===== src/rtl/usart_pkg.sv =====
// Shared usart definitions: frame geometry, bit-timer width and the transmitter/receiver state encodings.
package usart_pkg;

   localparam int unsigned USART_DATA_BITS = 8;
   localparam int unsigned USART_CNT_W     = 12;

   localparam logic [1:0] ST_IDLE  = 2'd0;
   localparam logic [1:0] ST_START = 2'd1;
   localparam logic [1:0] ST_DATA  = 2'd2;
   localparam logic [1:0] ST_STOP  = 2'd3;

   // A divisor of zero behaves as one clock per bit.
   function automatic logic [USART_CNT_W-1:0] usart_bit_len(input logic [USART_CNT_W-1:0] cpb);
      return (cpb == '0) ? USART_CNT_W'(1) : cpb;
   endfunction

endpackage


===== src/rtl/usart_tx_fifo.sv =====
// Synchronous FIFO with first-word fall-through read data and registered full/empty flags.
module usart_tx_fifo #(
   parameter int unsigned DEPTH = 4,
   parameter int unsigned WIDTH = 8
) (
   input  logic             clk,
   input  logic             reset,
   input  logic             wr,
   input  logic             rd,
   input  logic [WIDTH-1:0] din,
   output logic [WIDTH-1:0] dout,
   output logic             full,
   output logic             empty
);

   localparam int unsigned PTR_W = $clog2(DEPTH);
   localparam int unsigned CNT_W = PTR_W + 1;

   logic [WIDTH-1:0] mem_q [DEPTH];
   logic [PTR_W-1:0] wr_ptr_q, rd_ptr_q;
   logic [CNT_W-1:0] count_q, count_d;
   logic             full_q, empty_q;
   logic             push_c, pop_c;

   // Pre-edge flags gate both sides, so a push while full is dropped even if a pop coincides.
   assign push_c = wr && !full_q;
   assign pop_c  = rd && !empty_q;

   always_comb begin
      count_d = count_q;
      if (push_c && !pop_c) begin
         count_d = count_q + CNT_W'(1);
      end else if (pop_c && !push_c) begin
         count_d = count_q - CNT_W'(1);
      end
   end

   always_ff @(posedge clk) begin
      if (reset) begin
         wr_ptr_q <= '0;
         rd_ptr_q <= '0;
         count_q  <= '0;
         full_q   <= 1'b0;
         empty_q  <= 1'b1;
      end else begin
         if (push_c) wr_ptr_q <= wr_ptr_q + PTR_W'(1);
         if (pop_c)  rd_ptr_q <= rd_ptr_q + PTR_W'(1);
         count_q <= count_d;
         full_q  <= (count_d == CNT_W'(DEPTH));
         empty_q <= (count_d == '0);
      end
   end

   always_ff @(posedge clk) begin
      if (push_c) mem_q[wr_ptr_q] <= din;
   end

   assign dout  = mem_q[rd_ptr_q];
   assign full  = full_q;
   assign empty = empty_q;

endmodule


===== src/rtl/usart_tx_buffered.sv =====
// Buffered 8N1 serial transmitter: FIFO-fed frame serialiser with a per-frame latched bit period.
module usart_tx_buffered
   import usart_pkg::*;
#(
   parameter int unsigned FIFO_DEPTH = 4,
   parameter int unsigned STOP_BITS  = 1
) (
   input  logic                       comm_clock,
   input  logic                       reset,
   input  logic [USART_CNT_W-1:0]     clocks_per_bit,
   input  logic [USART_DATA_BITS-1:0] data_in,
   input  logic                       write,
   output logic                       full,
   output logic                       empty,
   output logic                       busy,
   output logic                       tx_pin
);

   localparam int unsigned IDX_W = $clog2(USART_DATA_BITS);

   logic [1:0]                 state_q, state_d;
   logic [USART_CNT_W-1:0]     cnt_q, cnt_d;
   logic [USART_CNT_W-1:0]     bit_len_q, bit_len_d;
   logic [USART_DATA_BITS-1:0] shift_q, shift_d;
   logic [IDX_W-1:0]           bit_idx_q, bit_idx_d;
   logic                       tx_q, tx_d;
   logic                       busy_q, busy_d;

   logic                       fifo_rd_c;
   logic [USART_DATA_BITS-1:0] fifo_dout;
   logic                       fifo_empty;
   logic                       bit_end_c;

   usart_tx_fifo #(
      .DEPTH (FIFO_DEPTH),
      .WIDTH (USART_DATA_BITS)
   ) u_fifo (
      .clk   (comm_clock),
      .reset (reset),
      .wr    (write),
      .rd    (fifo_rd_c),
      .din   (data_in),
      .dout  (fifo_dout),
      .full  (full),
      .empty (fifo_empty)
   );

   assign bit_end_c = (cnt_q == bit_len_q - USART_CNT_W'(1));

   always_comb begin
      state_d   = state_q;
      cnt_d     = cnt_q;
      bit_len_d = bit_len_q;
      shift_d   = shift_q;
      bit_idx_d = bit_idx_q;
      fifo_rd_c = 1'b0;
      tx_d      = 1'b1;

      // Line level follows the state held before this edge.
      case (state_q)
         ST_START: tx_d = 1'b0;
         ST_DATA:  tx_d = shift_q[0];
         default:  tx_d = 1'b1;
      endcase

      case (state_q)
         ST_IDLE: begin
            if (!fifo_empty) begin
               fifo_rd_c = 1'b1;
               shift_d   = fifo_dout;
               cnt_d     = '0;
               bit_len_d = usart_bit_len(clocks_per_bit);
               state_d   = ST_START;
            end
         end
         ST_START: begin
            if (bit_end_c) begin
               cnt_d     = '0;
               bit_idx_d = '0;
               state_d   = ST_DATA;
            end else begin
               cnt_d = cnt_q + USART_CNT_W'(1);
            end
         end
         ST_DATA: begin
            if (bit_end_c) begin
               cnt_d   = '0;
               shift_d = {1'b0, shift_q[USART_DATA_BITS-1:1]};
               if (bit_idx_q == IDX_W'(USART_DATA_BITS - 1)) begin
                  bit_idx_d = '0;
                  state_d   = ST_STOP;
               end else begin
                  bit_idx_d = bit_idx_q + IDX_W'(1);
               end
            end else begin
               cnt_d = cnt_q + USART_CNT_W'(1);
            end
         end
         ST_STOP: begin
            // bit_idx counts stop bits here.
            if (bit_end_c) begin
               cnt_d = '0;
               if (bit_idx_q == IDX_W'(STOP_BITS - 1)) begin
                  bit_idx_d = '0;
                  state_d   = ST_IDLE;
               end else begin
                  bit_idx_d = bit_idx_q + IDX_W'(1);
               end
            end else begin
               cnt_d = cnt_q + USART_CNT_W'(1);
            end
         end
         default: state_d = ST_IDLE;
      endcase

      busy_d = (state_d != ST_IDLE);
   end

   always_ff @(posedge comm_clock) begin
      if (reset) begin
         state_q   <= ST_IDLE;
         cnt_q     <= '0;
         bit_len_q <= USART_CNT_W'(1);
         shift_q   <= '0;
         bit_idx_q <= '0;
         tx_q      <= 1'b1;
         busy_q    <= 1'b0;
      end else begin
         state_q   <= state_d;
         cnt_q     <= cnt_d;
         bit_len_q <= bit_len_d;
         shift_q   <= shift_d;
         bit_idx_q <= bit_idx_d;
         tx_q      <= tx_d;
         busy_q    <= busy_d;
      end
   end

   assign empty  = fifo_empty;
   assign busy   = busy_q;
   assign tx_pin = tx_q;

endmodule

===== config.mk =====
export PLATFORM = sky130hd
export DESIGN_NAME = usart_tx_buffered
export DESIGN_NICKNAME = d
export VERILOG_FILES = /design/src/rtl/usart_pkg.sv /design/src/rtl/usart_tx_fifo.sv /design/src/rtl/usart_tx_buffered.sv
export SDC_FILE = /design/constraint.sdc
export NUM_CORES = 1
export LEC_CHECK = 0
export BUFFER_PORTS_ARGS = -buffer_cell sky130_fd_sc_hd__buf_2
export CAP_MARGIN = 15
export CORE_MARGIN = 3
export CORE_UTILIZATION = 40
export DETAILED_ROUTE_END_ITERATION = 16
export GPL_ROUTABILITY_DRIVEN = 1
export PLACE_DENSITY_LB_ADDON = 0.15
export SYNTH_ARGS = -nofsm -noshare
export SYNTH_HDL_FRONTEND = slang
export SYNTH_SLANG_ARGS = --single-unit

===== constraint.sdc =====
create_clock -name comm_clock -period 4 [get_ports comm_clock]
set_clock_uncertainty 0.1 [all_clocks]
set_input_delay 0.4 -clock comm_clock [delete_from_list [all_inputs] [get_ports comm_clock]]
set_output_delay 0.4 -clock comm_clock [all_outputs]
set_load 0.02 [all_outputs]

==> results of run 1 <==
-- power breakdown --
part	switching, mW	leakage, nW	internal (mW)
registers	0.163	0.702	1.02
logic	0.552	0.822	0.415
clock network	0.321	0.107	0.315
-- registers in the layout, summed over array words and instances, names as in the netlist, named ones only --
signal           cells
u_fifo.count_q       3
u_fifo.mem_q        32
busy                 1
u_fifo.wr_ptr_q      2
bit_idx_q            3
tx_pin               1
u_fifo.rd_ptr_q      2
u_fifo.full          1
u_fifo.empty         1
state_q              2
cnt_q               12
shift_q              8
bit_len_q           12
-- stage by stage --
stage               utilization [%]  hold slack (ns)
global placement               43.8            0.377
floorplan                         -            0.349
finish                         46.0            0.160
detailed placement             43.8            0.379
CTS                            46.0            0.137
global route                   46.0            0.141
-- area by class of cell --
class                           instances  area [sq um]
Sequential cell                        82          1960
Inverter                               14          52.6
Clock inverter                          6          71.3
Tap cell                              129           161
Fill cell                             918          5090
Timing Repair Buffer                   26           130
Multi-Input combinational cell        269          1810
Clock buffer                           10           138
-- kinds of logic after synthesis --
logic type,after synthesis,share of synthesized area (%)
adders and majority gates,11,3.50
buffers and inverters,36,4.23
xor gates and xnor gates,18,4.00
and+or+nand+nor,156,19.4
AOI/OAI and AO/OA,64,11.5
muxes,20,7.63
DFF,82,49.8
-- routing by layer --
metal	track usage, %	part of all wire (%)	vias to the layer above
met5	0	0	-
li1	-	-	1414
met2	24.2	47	41
met4	4.97	1.4	0
met1	19.9	48	1333
met3	3.98	3.7	12
-- final timing paths --
kind                         to          start  cells past startpoint  slack, ns
min reg2reg       bit_len_q[11]  bit_len_q[11]                      2       0.39
max reg2reg          shift_q[7]   bit_len_q[3]                      7       0.60
max                  shift_q[7]   bit_len_q[3]                      7       0.60
min          u_fifo.mem_q[2][5]     data_in[5]                      1       0.16
-- placed cells by master, fill, tap and decap left out, types with 4 or more instances in the layout --
| master | count |
|---|---|
| a21oi_1 | 17 |
| inv_1 | 13 |
| nor4_1 | 5 |
| ha_1 | 11 |
| nand3_1 | 14 |
| clkbuf_8 | 10 |
| o31ai_1 | 6 |
| a211oi_1 | 4 |
| dfxtp_1 | 50 |
| xnor2_1 | 10 |
| nor2b_1 | 4 |
| xor2_1 | 8 |
| nand2b_1 | 6 |
| mux4_2 | 8 |
| buf_2 | 26 |
| nand4_1 | 4 |
| edfxtp_1 | 32 |
| nand2_1 | 37 |
| mux2i_1 | 12 |
| nor2_1 | 50 |
| o21ai_0 | 13 |
| or2_2 | 4 |
| and2_1 | 6 |
| nor3_1 | 4 |
| or3_1 | 4 |
-- worst max-delay path, cell delays in order, from the launching register on --
cell and delay (ns):
dfxtp_1 0.39, or4_1 0.64, or4_1 0.55, a221o_1 0.36, a2111oi_4 0.50, a31oi_2 0.37, a22oi_1 0.28, nor2_1 0.06
==> results.py, run 1 <==
metrics = {
    "clocking": {
        "cts_num_sinks": 82,
        "ctsHoldBuffers": 0,
        "clk_path_buf_depth": 2,
        "cts_setup_buffers": 0,
        "cts.repair.resized": 0,
        "clockRootBuffer": "clkbuf_8",
        "clock_latency_ns": 0.35,
        "cts_tree": "yes",
        "clk_pin_slew_ns": 0.09,
        "htreeDepth": 3,
        "cts_made_buffers": 9,
    },
    "timing": {
        "tns_ns": 0,
        "rsz0062_at_grt": "no",
        "timing_hold_violations_final": 0,
        "timing.final.crit_share_pct": 85.0,
        "setup_viol": 0,
        "worst_pin_slew_ns": 0.965,
        "fmax_mhz": 294,
        "drv_slew": 0,
        "setup_slack_ns": 0.598,
        "slew_headroom_pct": 35.3,
        "period_minus_slack_ns": 3.40,
    },
    "routing": {
        "drtIter0Drc": 90,
        "wl_per_cell_microns": 14.3,
        "drt-pass1-iter-count": 4,
        "avgViaCountPerCell": 5.22,
        "wirelength_mm": 7.67,
        "vias": 2800,
        "ant_nets": 0,
        "drc": 0,
    },
    "final_layout": {
        "drive_gt1_share_pct": 16.0,
        "final_nets": 436,
        "layout.cells.non_filler": 536,
        "diodes": 0,
        "area_delta_synth_final_pct": 9.95,
        "design_area_sq_um": 4330,
    },
    "pwr": {
        "p_leak_nw": 1.63,
        "peakVddDrop_mv": 0.298,
        "p_per_area_nw_per_um2": 643,
        "total_power_mw": 2.78,
    },
    "critical_path": {
        "path_class": "reg2reg",
        "cp.required_ns": 4.11,
        "cp_max_fo": 10,
        "cp.arrival_ns": 3.51,
        "cp-start-kind": "flip-flop",
        "endpoint_kind": "flip-flop",
    },
    "synth": {
        "synth_edf_count": 32,
        "ys_top_cells_by_count": "50 x dfxtp_1, 50 x nor2_1, 37 x nand2_1",
        "synthesis.nets": 421,
        "yosys-top-cells-area": "dfxtp_1 25%, edfxtp_1 24%, nor2_1 4.8%",
        "async_flop_share_pct": 0,
        "synth-seq-area-share_pct": 49.8,
        "ys_seq_elements": 82,
        "synth_area_sq_um": 3940,
        "synthFlopType": "dfxtp_1",
        "synth_cells": 387,
        "yosysTopAreaCellShare_pct": 25.4,
        "yosys.area.top_type": "dfxtp_1",
        "synthDistinctLibCells": 60,
        "ys_warn_count": 0,
        "avgSynthCellArea_sq_um": 10.2,
    },
    "floorplanning": {
        "die_w_microns": 105,
        "initial_utilization_pct": 41.8,
        "die_h_microns": 105,
        "io-pin-count": 27,
        "fp-row-count": 35,
        "core_sq_um": 9420,
        "die-area_sq_um": 11100,
    },
    "run": {
        "max_cap_violations": 0,
    },
    "global_routing": {
        "grt_pass1_wl_mm": 13.4,
        "groute.usage.overall_pct": 15.1,
        "grt_pass1_vias": 2755,
        "antenna_found_initial": 0,
        "grt.overflow.total": 0,
        "grt_max_degree": 40,
    },
    "placed_design": {
        "dp_slack_ns": 0.634,
        "portBuffers": 26,
        "dp_cells": 520,
        "place.gp.congestion": 0.793,
        "hpwl_mm": 5.38,
        "dpl_cell_area_sq_um": 4120,
    },
    "hold_path": {
        "hold_class": "in2reg",
    },
    "run_status": {
        "outcome": "completed",
    },
}
Power figures use the tool's default switching activity.
==> inputs of run 2 (changes only) <==
--- a/config.mk
+++ b/config.mk
@@ -14,4 +14,5 @@
 export PLACE_DENSITY_LB_ADDON = 0.15
 export SYNTH_ARGS = -nofsm -noshare
 export SYNTH_HDL_FRONTEND = slang
+export SYNTH_HIERARCHICAL = 1
 export SYNTH_SLANG_ARGS = --single-unit
==> results.py, run 2 <==
metrics = {
    "final_layout": {
        "top_register": "u_fifo/mem_q",
        "drive_gt1_share_pct": 18.6,
        "layout_common_cells": "50 x dfxtp_1, 41 x nand2_1, 32 x edfxtp_1",
        "final_nets": 421,
        "reg_top3": "u_fifo/mem_q x32, bit_len_q x12, cnt_q x12",
        "area_delta_synth_final_pct": 10.1,
        "fillCellCount": 914,
        "diodes": 0,
        "largest_reg_flops": 32,
        "final_common_cell": "dfxtp_1",
    },
    "placed_design": {
        "hpwl_mm": 5.55,
        "place.gp.congestion": 0.836,
        "portBuffers": 26,
        "dp_slack_ns": 1.04,
    },
    "clocking": {
        "cts_made_buffers": 9,
        "cts_num_sinks": 82,
        "clk_path_buf_depth": 2,
        "cts_tree": "yes",
        "ctsHoldBuffers": 0,
        "cts.repair.resized": 0,
        "htreeDepth": 3,
        "clockRootBuffer": "clkbuf_8",
        "cts_setup_buffers": 0,
        "clock_latency_ns": 0.36,
        "clk_pin_slew_ns": 0.10,
    },
    "timing": {
        "tns_ns": 0,
        "setup_slack_ns": 1.01,
        "worst_pin_slew_ns": 0.732,
        "timing_hold_violations_final": 0,
        "timing.final.crit_share_pct": 74.9,
        "drv_slew": 0,
        "setup_viol": 0,
        "rsz0062_at_grt": "no",
        "fmax_mhz": 334,
        "holdWs_ns": 0.147,
        "period_minus_slack_ns": 2.99,
        "slew_headroom_pct": 51.1,
    },
    "routing": {
        "vias": 2762,
        "drc": 0,
        "ant_nets": 0,
        "drtIter0Drc": 103,
        "avgViaCountPerCell": 5.30,
        "drt-pass1-iter-count": 4,
        "wirelength_mm": 7.83,
        "wl_per_cell_microns": 15.0,
    },
    "synth": {
        "synth_cells": 366,
        "ys_warn_count": 6,
        "synthesis.nets": 400,
        "synth-seq-area-share_pct": 49.0,
        "ys_seq_elements": 82,
        "synth_area_sq_um": 4010,
        "yosys.area.top_type": "dfxtp_1",
        "avgSynthCellArea_sq_um": 10.9,
        "synthFlopType": "dfxtp_1",
        "ys_top_cells_by_count": "50 x dfxtp_1, 41 x nand2_1, 32 x edfxtp_1",
        "async_flop_share_pct": 0,
        "synthDistinctLibCells": 59,
        "yosysTopAreaCellShare_pct": 25.0,
        "yosysMostFrequentCell": "dfxtp_1",
        "synth_edf_count": 32,
        "yosys-top-cells-area": "dfxtp_1 25%, edfxtp_1 24%, mux4_2 4.5%",
    },
    "floorplanning": {
        "core_sq_um": 9500,
        "initial_utilization_pct": 42.2,
        "die_w_microns": 106,
        "die-area_sq_um": 11300,
        "io-pin-count": 27,
        "die_h_microns": 106,
        "fp-row-count": 35,
    },
    "critical_path": {
        "cp_max_fo": 8,
        "cp-start-kind": "flip-flop",
        "critPathLaunch": "bit_len_q[0]",
        "cpPeakStageDelay_ns": 0.47,
        "endpoint_kind": "flip-flop",
        "r2r_slack_ns": 1.01,
        "cp.required_ns": 4.13,
        "path_class": "reg2reg",
        "path_cells": "inv_1 > ha_1 > nor3b_1 > and3_1 > a211oi_2 > o31ai_2 > and2_1 > or3_1 > o21ai_1",
        "rr_worst_depth": 9,
        "r2r_start": "bit_len_q[0]",
        "endpoint": "cnt_q[3]",
        "cp.arrival_ns": 3.12,
        "timing.rr.end": "cnt_q[3]",
        "crit_slowest_cell": "o31ai_2",
    },
    "global_routing": {
        "antenna_found_initial": 0,
        "grt_max_degree": 37,
        "grt_pass1_vias": 2721,
        "groute.usage.overall_pct": 14.9,
        "grt.overflow.total": 0,
        "grt_pass1_wl_mm": 13.4,
    },
    "pwr": {
        "p_per_area_nw_per_um2": 615,
        "p_leak_nw": 1.67,
        "peakVddDrop_mv": 0.243,
    },
    "run": {
        "max_cap_violations": 0,
    },
    "hold_path": {
        "hold_class": "in2reg",
    },
    "run_status": {
        "outcome": "completed",
    },
}
run 2: worst min-delay path by stage:
| stage | start | end | slack [ns] | cells past startpoint |
|---|---|---|---|---|
| finish | data_in[1] | u_fifo/mem_q[2][1] | 0.15 | 1 |
| global route | data_in[3] | u_fifo/mem_q[0][3] | 0.13 | 1 |
| CTS | data_in[1] | u_fifo/mem_q[0][1] | 0.12 | 1 |
| detailed placement | bit_len_q[11] | bit_len_q[11] | 0.37 | 2 |
| global placement | bit_len_q[11] | bit_len_q[11] | 0.36 | 2 |
| floorplan | shift_q[7] | shift_q[7] | 0.34 | 2 |
run 2: through the flow:
stage               util [%]  std cells  instance area [sq um]  power, mW
floorplan                  -        366                   4010       1.95
detailed placement      44.4        505                   4220       2.14
CTS                     46.4        521                   4410       2.75
global route            46.4        521                   4410       2.91
global placement        44.4        505                   4220       2.13
finish                  46.4        521                   4410       2.71
run 2: area by class of cell:
cell class	count	area, sq um	area share (%)
Clock buffer	9	124	2.81
Clock inverter	7	71.3	1.62
Multi-Input combinational cell	251	1890	42.8
Timing Repair Buffer	29	153	3.46
Tap cell	129	161	3.66
Sequential cell	82	1960	44.5
Inverter	14	52.6	1.19
run 2: cell families after synthesis:
family	after synthesis	share of synthesized area [%]
AND/OR/NAND/NOR	126	16.9
flip-flops	82	49.0
AO/OA/AOI/OAI	77	15.5
buffers and inverters	33	3.96
XOR/XNOR	21	4.78
multiplexers	16	6.49
adder cells (fa/ha/maj)	11	3.43
run 2: per-layer routing:
layer / GRT usage [%] / vias to the layer above / wire (microns)
met5: 0 / - / 0
met4: 4.81 / 0 / 41
met3: 3.28 / 5 / 250
met2: 25.5 / 35 / 3910
met1: 18.8 / 1331 / 3630
li1: - / 1391 / -
run 2: where the power goes:
group | switching [mW] | leakage, nW | internal [mW] | total [mW]
registers | 0.150 | 0.701 | 1.02 | 1.17
clock network | 0.349 | 0.102 | 0.249 | 0.598
logic | 0.543 | 0.866 | 0.402 | 0.945
total | 1.04 | 1.67 | 1.67 | 2.71
run 2: worst max-delay path, delay by kind of cell, from the launching register on:
kind	cells	cell delay, ns
AND/OR/NAND/NOR	4	1.42
AO/OA/AOI/OAI	3	0.69
flip-flops	1	0.36
adder cells (fa/ha/maj)	1	0.22
buffers and inverters	1	0.07
==> inputs of run 3 (changes only) <==
==> constraint.sdc (replaced) <==
create_clock -name comm_clock -period 2.65 [get_ports comm_clock]
set_clock_uncertainty 0.1 [all_clocks]
set_input_delay 0.265 -clock comm_clock [delete_from_list [all_inputs] [get_ports comm_clock]]
set_output_delay 0.265 -clock comm_clock [all_outputs]
set_load 0.02 [all_outputs]
==> results.py, run 3 (synthesized netlist as in run 2, its figures left out) <==
metrics = {
    "clocking": {
        "htreeDepth": 3,
        "clockRootBuffer": "clkbuf_8",
        "clk_pin_slew_ns": 0.10,
        "clk_path_buf_depth": 2,
        "cts_tree": "yes",
        "cts_num_sinks": 82,
        "clock_latency_ns": 0.36,
        "cts_made_buffers": 9,
    },
    "final_layout": {
        "drive_gt1_share_pct": 25.2,
        "largest_reg_flops": 32,
        "reg_top3": "u_fifo/mem_q x32, bit_len_q x12, cnt_q x12",
        "area_delta_synth_final_pct": 16.2,
        "top_register": "u_fifo/mem_q",
        "design_area_sq_um": 4660,
        "layout_common_cells": "48 x dfxtp_1, 41 x nand2_1, 32 x edfxtp_1",
        "final_common_cell": "dfxtp_1",
        "finish.utilization_pct": 49.0,
        "seq_area_sq_um": 1960,
        "final_nets": 442,
        "multi_input_area_sq_um": 1970,
        "fillCellCount": 887,
        "diodes": 0,
        "layout.cells.non_filler": 542,
    },
    "timing": {
        "fmax_mhz": 398,
        "timing.final.crit_share_pct": 94.7,
        "setup_viol": 0,
        "drv_slew": 0,
        "timing_hold_violations_final": 0,
        "worst_pin_slew_ns": 0.531,
        "slew_headroom_pct": 64.6,
        "period_minus_slack_ns": 2.51,
        "setup_slack_ns": 0.140,
        "holdWs_ns": 0.0254,
    },
    "floorplanning": {
        "core_sq_um": 9500,
        "io-pin-count": 27,
        "fp-row-count": 35,
        "die_h_microns": 106,
        "initial_utilization_pct": 42.2,
        "die-area_sq_um": 11300,
        "die_w_microns": 106,
    },
    "run": {
        "max_cap_violations": 0,
    },
    "critical_path": {
        "cpPeakStageDelay_ns": 0.40,
        "path_cells": "inv_1 > ha_4 > buf_6 > xor2_2 > o31a_1 > a2111oi_4 > buf_4 > nand4_4 > a211oi_2 > a41o_1",
        "cp_max_fo": 8,
        "crit_slowest_cell": "a2111oi_4",
        "cp-start-kind": "flip-flop",
        "path_class": "reg2reg",
        "endpoint_kind": "flip-flop",
        "cp.required_ns": 2.85,
        "cp.arrival_ns": 2.71,
    },
    "routing": {
        "drc": 0,
        "drtIter0Drc": 76,
        "wl_per_cell_microns": 15.4,
        "drt-pass1-iter-count": 4,
        "vias": 2854,
        "wirelength_mm": 8.35,
        "ant_nets": 0,
        "avgViaCountPerCell": 5.27,
    },
    "placed_design": {
        "dp_slack_ns": 0.0480,
        "place.gp.congestion": 0.766,
        "dp_cells": 517,
        "hpwl_mm": 5.71,
        "portBuffers": 26,
        "dpl_cell_area_sq_um": 4310,
    },
    "global_routing": {
        "grt_pass1_wl_mm": 13.8,
        "antenna_found_initial": 0,
        "grt_pass1_vias": 2844,
        "grt.overflow.total": 0,
        "grt_max_degree": 37,
        "groute.usage.overall_pct": 15.4,
    },
    "run_status": {
        "outcome": "completed",
    },
    "pwr": {
        "p_leak_nw": 1.78,
        "peakVddDrop_mv": 0.425,
        "p_per_area_nw_per_um2": 926,
    },
    "hold_path": {
        "hold_class": "in2reg",
    },
}
-- run 3: cell types whose count changed in the layout (fill, tap and decap cells not counted), moves of 2 or more --
cell | before | now
nor3b_2 | 1 | 3
dfxtp_1 | 50 | 48
a211oi_2 | 4 | 9
nor3b_1 | 2 | 0
dfxtp_2 | 0 | 2
a211oi_1 | 7 | 2
clkinvlp_4 | 0 | 2
dlygate4sd3_1 | 0 | 5
buf_4 | 3 | 17
-- run 3: report_power, final --
group	total, mW	switching, mW	internal (mW)
logic	1.66	0.908	0.750
clock network	0.884	0.518	0.366
registers	1.77	0.226	1.54
total	4.31	1.65	2.66
-- run 3: worst max-delay path, delay by kind of cell (launching register included) --
| family | cells | cell delay [ns] |
|---|---|---|
| AND/OR/NAND/NOR | 1 | 0.20 |
| flip-flops | 1 | 0.33 |
| XOR/XNOR | 1 | 0.14 |
| buffers and inverters | 3 | 0.40 |
| adder cells (fa/ha/maj) | 1 | 0.16 |
| AO/OA/AOI/OAI | 4 | 1.15 |
-- run 3: repair_timing --
item                                    in CTS  in global routing
buffers inserted                             0                  3
endpoints found under the hold margin       13                  1
endpoints found under the setup margin       0                 18
resized for setup                            0                 18
hold buffers                                 4                  1
-- run 3: area by class of cell --
cell class | count | area share (%)
Sequential cell | 82 | 42.2
Timing Repair Buffer | 49 | 6.85
Inverter | 14 | 1.13
Multi-Input combinational cell | 252 | 42.3
Clock inverter | 7 | 1.42
Tap cell | 129 | 3.47
Clock buffer | 9 | 2.66
-- run 3: path summary, 6_finish.rpt --
kind                startpoint                  to  slack [ns]  cells after the start
setup reg to reg  bit_len_q[0]          shift_q[0]        0.14                     10
setup / recovery  bit_len_q[0]          shift_q[0]        0.14                     10
hold / removal      data_in[1]  u_fifo/mem_q[3][1]        0.03                      1
hold reg to reg     shift_q[7]          shift_q[7]        0.37                      2
-- run 3: layer usage --
metal  wire [microns]  global-route usage (%)  vias up
li1                 -                       -     1433
met1             3780                    18.6     1380
met2             4240                    27.1       35
met3              272                    4.43        6
met4               53                    3.89        0
met5                0                       0        -
-- run 3: through the flow --
stage                     total power, mW  setup TNS, ns
final                                4.31              0
after CTS                            4.23              0
after global placement               3.29              0
after global routing                 4.63       -0.00575
after floorplan                      2.94              0
after detailed placement             3.33              0
